==> src/rtl/array_cmd_seq.sv <==
// rtl/array_cmd_seq.sv - array command sequencer: one access at a time, periodic refresh
// Optional: define ARRAY_PARITY_EN for write parity generation and read parity checking.
module array_cmd_seq #(
  parameter int ADDR_WIDTH = 16,
  parameter int DATA_WIDTH = 32,
  parameter int RD_LAT     = 2,
  parameter int REF_PERIOD = 1024,
  parameter int REF_CYCLES = 4
) (
  input  logic                           clk,
  input  logic                           rst,
  input  logic [ADDR_WIDTH+DATA_WIDTH:0] cmd_data_i,
  input  logic                           cmd_valid_i,
  output logic                           cmd_ready_o,
  output logic                           array_ce_o,
  output logic                           array_we_o,
  output logic [ADDR_WIDTH-1:0]          array_addr_o,
  output logic [DATA_WIDTH-1:0]          array_wdata_o,
  output logic                           array_par_o,
  input  logic [DATA_WIDTH-1:0]          array_rdata_i,
  input  logic                           array_par_i,
  output logic                           array_ref_o,
  output logic                           rd_valid_o,
  output logic [DATA_WIDTH-1:0]          rd_data_o,
  output logic                           rd_err_o,
  input  logic                           rd_ready_i
);

  localparam int CNT_W = (REF_PERIOD > 1) ? $clog2(REF_PERIOD) : 1;

  localparam logic [2:0] IDLE    = 3'd0;
  localparam logic [2:0] WRITE   = 3'd1;
  localparam logic [2:0] READ    = 3'd2;
  localparam logic [2:0] RD_WAIT = 3'd3;
  localparam logic [2:0] RESP    = 3'd4;
  localparam logic [2:0] REFRESH = 3'd5;

  logic [2:0]            state;
  logic [CNT_W-1:0]      ref_cnt;
  logic                  ref_pending;
  logic                  ref_wrap;
  logic [3:0]            timer;
  logic                  cmd_we;
  logic [ADDR_WIDTH-1:0] cmd_addr;
  logic [DATA_WIDTH-1:0] cmd_wdata;
  logic                  wr_par;
  logic                  rd_par_err;

  assign cmd_we    = cmd_data_i[ADDR_WIDTH+DATA_WIDTH];
  assign cmd_addr  = cmd_data_i[ADDR_WIDTH+DATA_WIDTH-1:DATA_WIDTH];
  assign cmd_wdata = cmd_data_i[DATA_WIDTH-1:0];
  assign ref_wrap  = (ref_cnt == CNT_W'(REF_PERIOD - 1));

`ifdef ARRAY_PARITY_EN
  assign wr_par     = ^cmd_wdata;
  assign rd_par_err = ^{array_rdata_i, array_par_i};
`else
  logic unused_par_i;
  assign unused_par_i = array_par_i;
  assign wr_par       = 1'b0;
  assign rd_par_err   = 1'b0;
`endif

  // A wrap seen in IDLE is serviced on the very next edge, so acceptance is held off in that cycle too.
  assign cmd_ready_o = !rst && (state == IDLE) && !ref_pending && !ref_wrap;
  assign array_ce_o  = (state == WRITE) || (state == READ);
  assign array_we_o  = (state == WRITE);
  assign array_ref_o = (state == REFRESH);
  assign rd_valid_o  = (state == RESP);

  always_ff @(posedge clk or posedge rst) begin
    if (rst) begin
      ref_cnt <= '0;
    end else if (ref_wrap) begin
      ref_cnt <= '0;
    end else begin
      ref_cnt <= ref_cnt + CNT_W'(1);
    end
  end

  // Leaving IDLE for REFRESH consumes a stale request; a wrap on that same edge re-arms it.
  // A fresh wrap in IDLE is consumed directly by the refresh it starts.
  always_ff @(posedge clk or posedge rst) begin
    if (rst) begin
      ref_pending <= 1'b0;
    end else if (state == IDLE) begin
      ref_pending <= ref_pending && ref_wrap;
    end else if (ref_wrap) begin
      ref_pending <= 1'b1;
    end
  end

  always_ff @(posedge clk or posedge rst) begin
    if (rst) begin
      state         <= IDLE;
      timer         <= '0;
      array_addr_o  <= '0;
      array_wdata_o <= '0;
      array_par_o   <= 1'b0;
      rd_data_o     <= '0;
      rd_err_o      <= 1'b0;
    end else begin
      case (state)
        IDLE: begin
          if (ref_pending || ref_wrap) begin
            state <= REFRESH;
            timer <= 4'(REF_CYCLES - 1);
          end else if (cmd_valid_i && cmd_ready_o) begin
            state         <= cmd_we ? WRITE : READ;
            array_addr_o  <= cmd_addr;
            array_wdata_o <= cmd_wdata;
            array_par_o   <= wr_par;
          end
        end
        WRITE: state <= IDLE;
        READ: begin
          state <= RD_WAIT;
          timer <= 4'(RD_LAT - 1);
        end
        RD_WAIT: begin
          if (timer == 4'd0) begin
            state     <= RESP;
            rd_data_o <= array_rdata_i;
            rd_err_o  <= rd_par_err;
          end else begin
            timer <= timer - 4'd1;
          end
        end
        RESP: begin
          if (rd_ready_i) state <= IDLE;
        end
        REFRESH: begin
          if (timer == 4'd0) state <= IDLE;
          else timer <= timer - 4'd1;
        end
        default: state <= IDLE;
      endcase
    end
  end

endmodule

==> config.mk <==
export PLATFORM = sky130hd
export DESIGN_NAME = array_cmd_seq
export DESIGN_NICKNAME = d
export VERILOG_FILES = /design/src/rtl/array_cmd_seq.sv
export SDC_FILE = /design/constraint.sdc
export NUM_CORES = 1
export LEC_CHECK = 0
export ABC_AREA = 1
export CAP_MARGIN = 20
export CORE_ASPECT_RATIO = 0.9
export CORE_UTILIZATION = 59
export CTS_BUF_LIST = sky130_fd_sc_hd__clkbuf_4
export CTS_CLUSTER_SIZE = 10
export DETAILED_ROUTE_END_ITERATION = 10
export DONT_BUFFER_PORTS = 1
export HOLD_SLACK_MARGIN = 0.1
export MAX_ROUTING_LAYER = met4
export PLACE_DENSITY = 0.88
export SYNTH_ARGS = -nofsm -noshare
export SYNTH_HDL_FRONTEND = slang
export SYNTH_SLANG_ARGS = --single-unit
==> constraint.sdc <==
create_clock -name clk -period 4.58 [get_ports clk]
set_clock_uncertainty 0.15 [all_clocks]
set_input_delay 0.916 -clock clk [delete_from_list [all_inputs] [get_ports clk]]
set_output_delay 0.916 -clock clk [all_outputs]
set_load 0.005 [all_outputs]
==> results.py <==
metrics = {
    "run_status": {
        "status": "finished clean",
    },
    "cts": {
        "clkTransAtPathRegs_ps": 130,
        "clock_path_buffers": 2,
        "h-tree-depth": 3,
        "postCtsSetupBuffers": 0,
        "clock_latency_ps": 420,
        "root_buffer": "clkbuf_4",
        "cts_buffers": 9,
        "cts_tree": "yes",
        "cts.sinks": 98,
    },
    "cells_and_area": {
        "syn_to_final_growth_pct": 4.235,
        "drive_gt1_share_pct": 14.53,
        "final_common_cell": "nand2_1",
        "fillers": 550,
        "final_area_mm2": 0.004312,
        "final_cell_mix": "nand2_1, dfrtp_1, nand3_1",
        "final_nets": 497,
        "antennaDiodeCount": 0,
    },
    "synth": {
        "synthCells": 412,
        "syn_area_per_cell_um2": 10.04,
        "synth_edf_count": 0,
        "seq_area_frac_synth_pct": 59.29,
        "synth_cell_types": 26,
        "ys.flop_type": "dfrtp_1",
        "ys.warnings.count": 0,
        "async_flop_share_pct": 100.0,
        "synth_area_mm2": 0.004136,
        "synth_seq_cells": 98,
    },
    "grt": {
        "grt_usage_pct": 21.55,
        "grt_pass1_wl_mm": 11.88,
        "grt_overflow": 0,
        "grt_max_degree": 87,
        "first_global_vias": 2554,
        "antenna_found_initial": 0,
    },
    "drt": {
        "detail_route.iter0.violations": 107,
        "wl_mm": 7.643,
        "drc": 0,
        "viasPerCell": 5.358,
        "post_drt_wl_per_cell_um": 15.19,
        "dr.pass1.iters": 4,
        "vias": 2695,
        "ant_nets": 0,
    },
    "power": {
        "p_leak_nw": 2.196,
        "powerDensity_mw_per_mm2": 609.1,
        "p_total_mw": 2.626,
        "irDropWorstVdd_mv": 0.3728,
    },
    "die": {
        "die_area_mm2": 0.007350,
        "pin_count": 173,
        "num_rows": 28,
        "start_util_pct": 61.82,
        "die_x_um": 90.26,
        "core_mm2": 0.006691,
        "die_h_um": 81.44,
    },
    "worst_hold_path": {
        "hp-class": "reg -> reg",
        "whs_endpoint": "ref_cnt[2]",
        "hold_path_startpoint": "ref_cnt[2]",
        "holdPathStages": 1,
    },
    "placed_design": {
        "numPortBuffers": 0,
        "dpl_cell_area_mm2": 0.004136,
        "globalplace.congestion": 0.7977,
        "dpl.hpwl_mm": 5.347,
        "preCtsSetupSlack_ps": 1477,
    },
    "critical_path": {
        "required_ps": 3510,
        "worstPathArrival_ps": 2360,
        "reg2regPathDepth": 9,
        "start_kind": "input pin",
        "setup.worst_path.class": "in -> out",
        "cp_slowest_cell": "dlygate4sd3_1",
        "crit_chain": "dlygate4sd3_1 > inv_4 > nand3_2 > inv_2",
        "cpPeakStageDelay_ps": 580,
        "timing.rr.end": "array_wdata_o[18]",
        "path_max_fanout": 50,
        "worst_setup_path_end_kind": "output port",
        "r2r-start": "ref_cnt[0]",
        "rrSetupSlack_ps": 1650,
    },
    "timing": {
        "fin_hold_ws_ps": 352.8,
        "period_minus_slack_ps": 3430,
        "max_freq_mhz": 291.6,
        "drv_slew": 0,
        "grt_setup_unrepaired": "false",
        "layout_setup_ws_ps": 1150,
        "finalSetupTns_ps": 0,
        "tightest_slew_ps": 844.7,
        "finalCritPeriodShare_pct": 74.88,
        "relSlewSlack_pct": 43.49,
        "hold_viol_final": 0,
        "finalSetupViolations": 0,
    },
    "flow_run": {
        "drv_cap": 0,
    },
}
through the flow:
step / std cells / utilization [%]
floorplan: 413 / -
global placement: 485 / 61.82
detailed placement: 485 / 61.82
CTS: 502 / 64.02
global route: 503 / 64.44
finish: 503 / 64.44
per-layer routing:
metal	wire, um	global-route usage, %	vias up
li1	-	-	1311
met1	3087	25.14	1238
met2	3800	35.34	140
met3	677	8.519	6
met4	77	5.806	0
met5	0	-	-
timing repair:
| item | CTS | global route |
|---|---|---|
| hold buffers | 1 | 0 |
| gates resized for setup | 0 | 0 |
| setup endpoints to repair | 0 | 0 |
| hold endpoints to repair | 12 | 0 |
registers in the layout (all words and copies together) (netlist names):
signal	count
ref_cnt	10
rd_data_o	32
array_addr_o	16
timer	4
array_wdata_o	32
state	3
ref_pending	1
layout make-up:
type                       count  area (um2)  share of cell area [%]
clock inverter                 5       55.05                   1.277
tap                           90       112.6                   2.612
multi-input combinational    270        1460                   33.87
timing repair buffer           4       52.55                   1.219
inverter                      25       96.34                   2.234
clock buffer                  11       82.58                   1.915
sequential                    98        2452                   56.88
how the worst max path moves through the flow:
stage          start           endpoint  slack (ps)
2_1_floorplan    rst        cmd_ready_o          10
3_3_place_gp     rst   array_wdata_o[5]        1610
3_5_place_dp     rst  array_wdata_o[18]        1480
4_1_cts          rst        cmd_ready_o        1140
5_1_grt          rst        cmd_ready_o        1050
6_report         rst        cmd_ready_o        1150
cells by family (layout without fill, tap and decap cells):
group                    after synthesis  count (layout)  synth area share, %
flip-flops                            98              98                59.29
AO/OA/AOI/OAI                         16              16                2.087
adder cells (fa/ha/maj)                3               3               0.9075
XOR/XNOR                               4               4               0.8471
multiplexers                          32              32                8.712
other                                  1               2              0.09066
AND/OR/NAND/NOR                      213             213                22.56
buffers and inverters                 45              45                5.505
Yosys cell counts, types with 3 or more instances:
master | instances | area share, %
nor2_1 | 8 | 0.73
o21ai_0 | 7 | 0.85
nand2_1 | 134 | 12
nor3_1 | 4 | 0.48
mux2_2 | 32 | 8.7
xor2_1 | 3 | 0.64
inv_1 | 24 | 2.2
a21oi_1 | 7 | 0.85
buf_4 | 6 | 1.1
clkbuf_1 | 5 | 0.45
buf_6 | 4 | 1.1
dfrtp_1 | 98 | 59
nor2_4 | 3 | 0.82
nand3_1 | 57 | 6.9
ha_1 | 3 | 0.91
buf_2 | 5 | 0.60
power by group:
part / internal [mW] / total, mW / switching (mW) / leakage, nW
Sequential: 1.23 / 1.52 / 0.290 / 1.20
Clock: 0.178 / 0.441 / 0.263 / 0.0745
Combinational: 0.280 / 0.666 / 0.386 / 0.920
worst max-delay path, delay by kind of cell:
kind / cells / cell delay [ps]
buffers and inverters: 3 / 1340
and+or+nand+nor: 1 / 100
No activity file was read; power rests on OpenSTA's default activity.
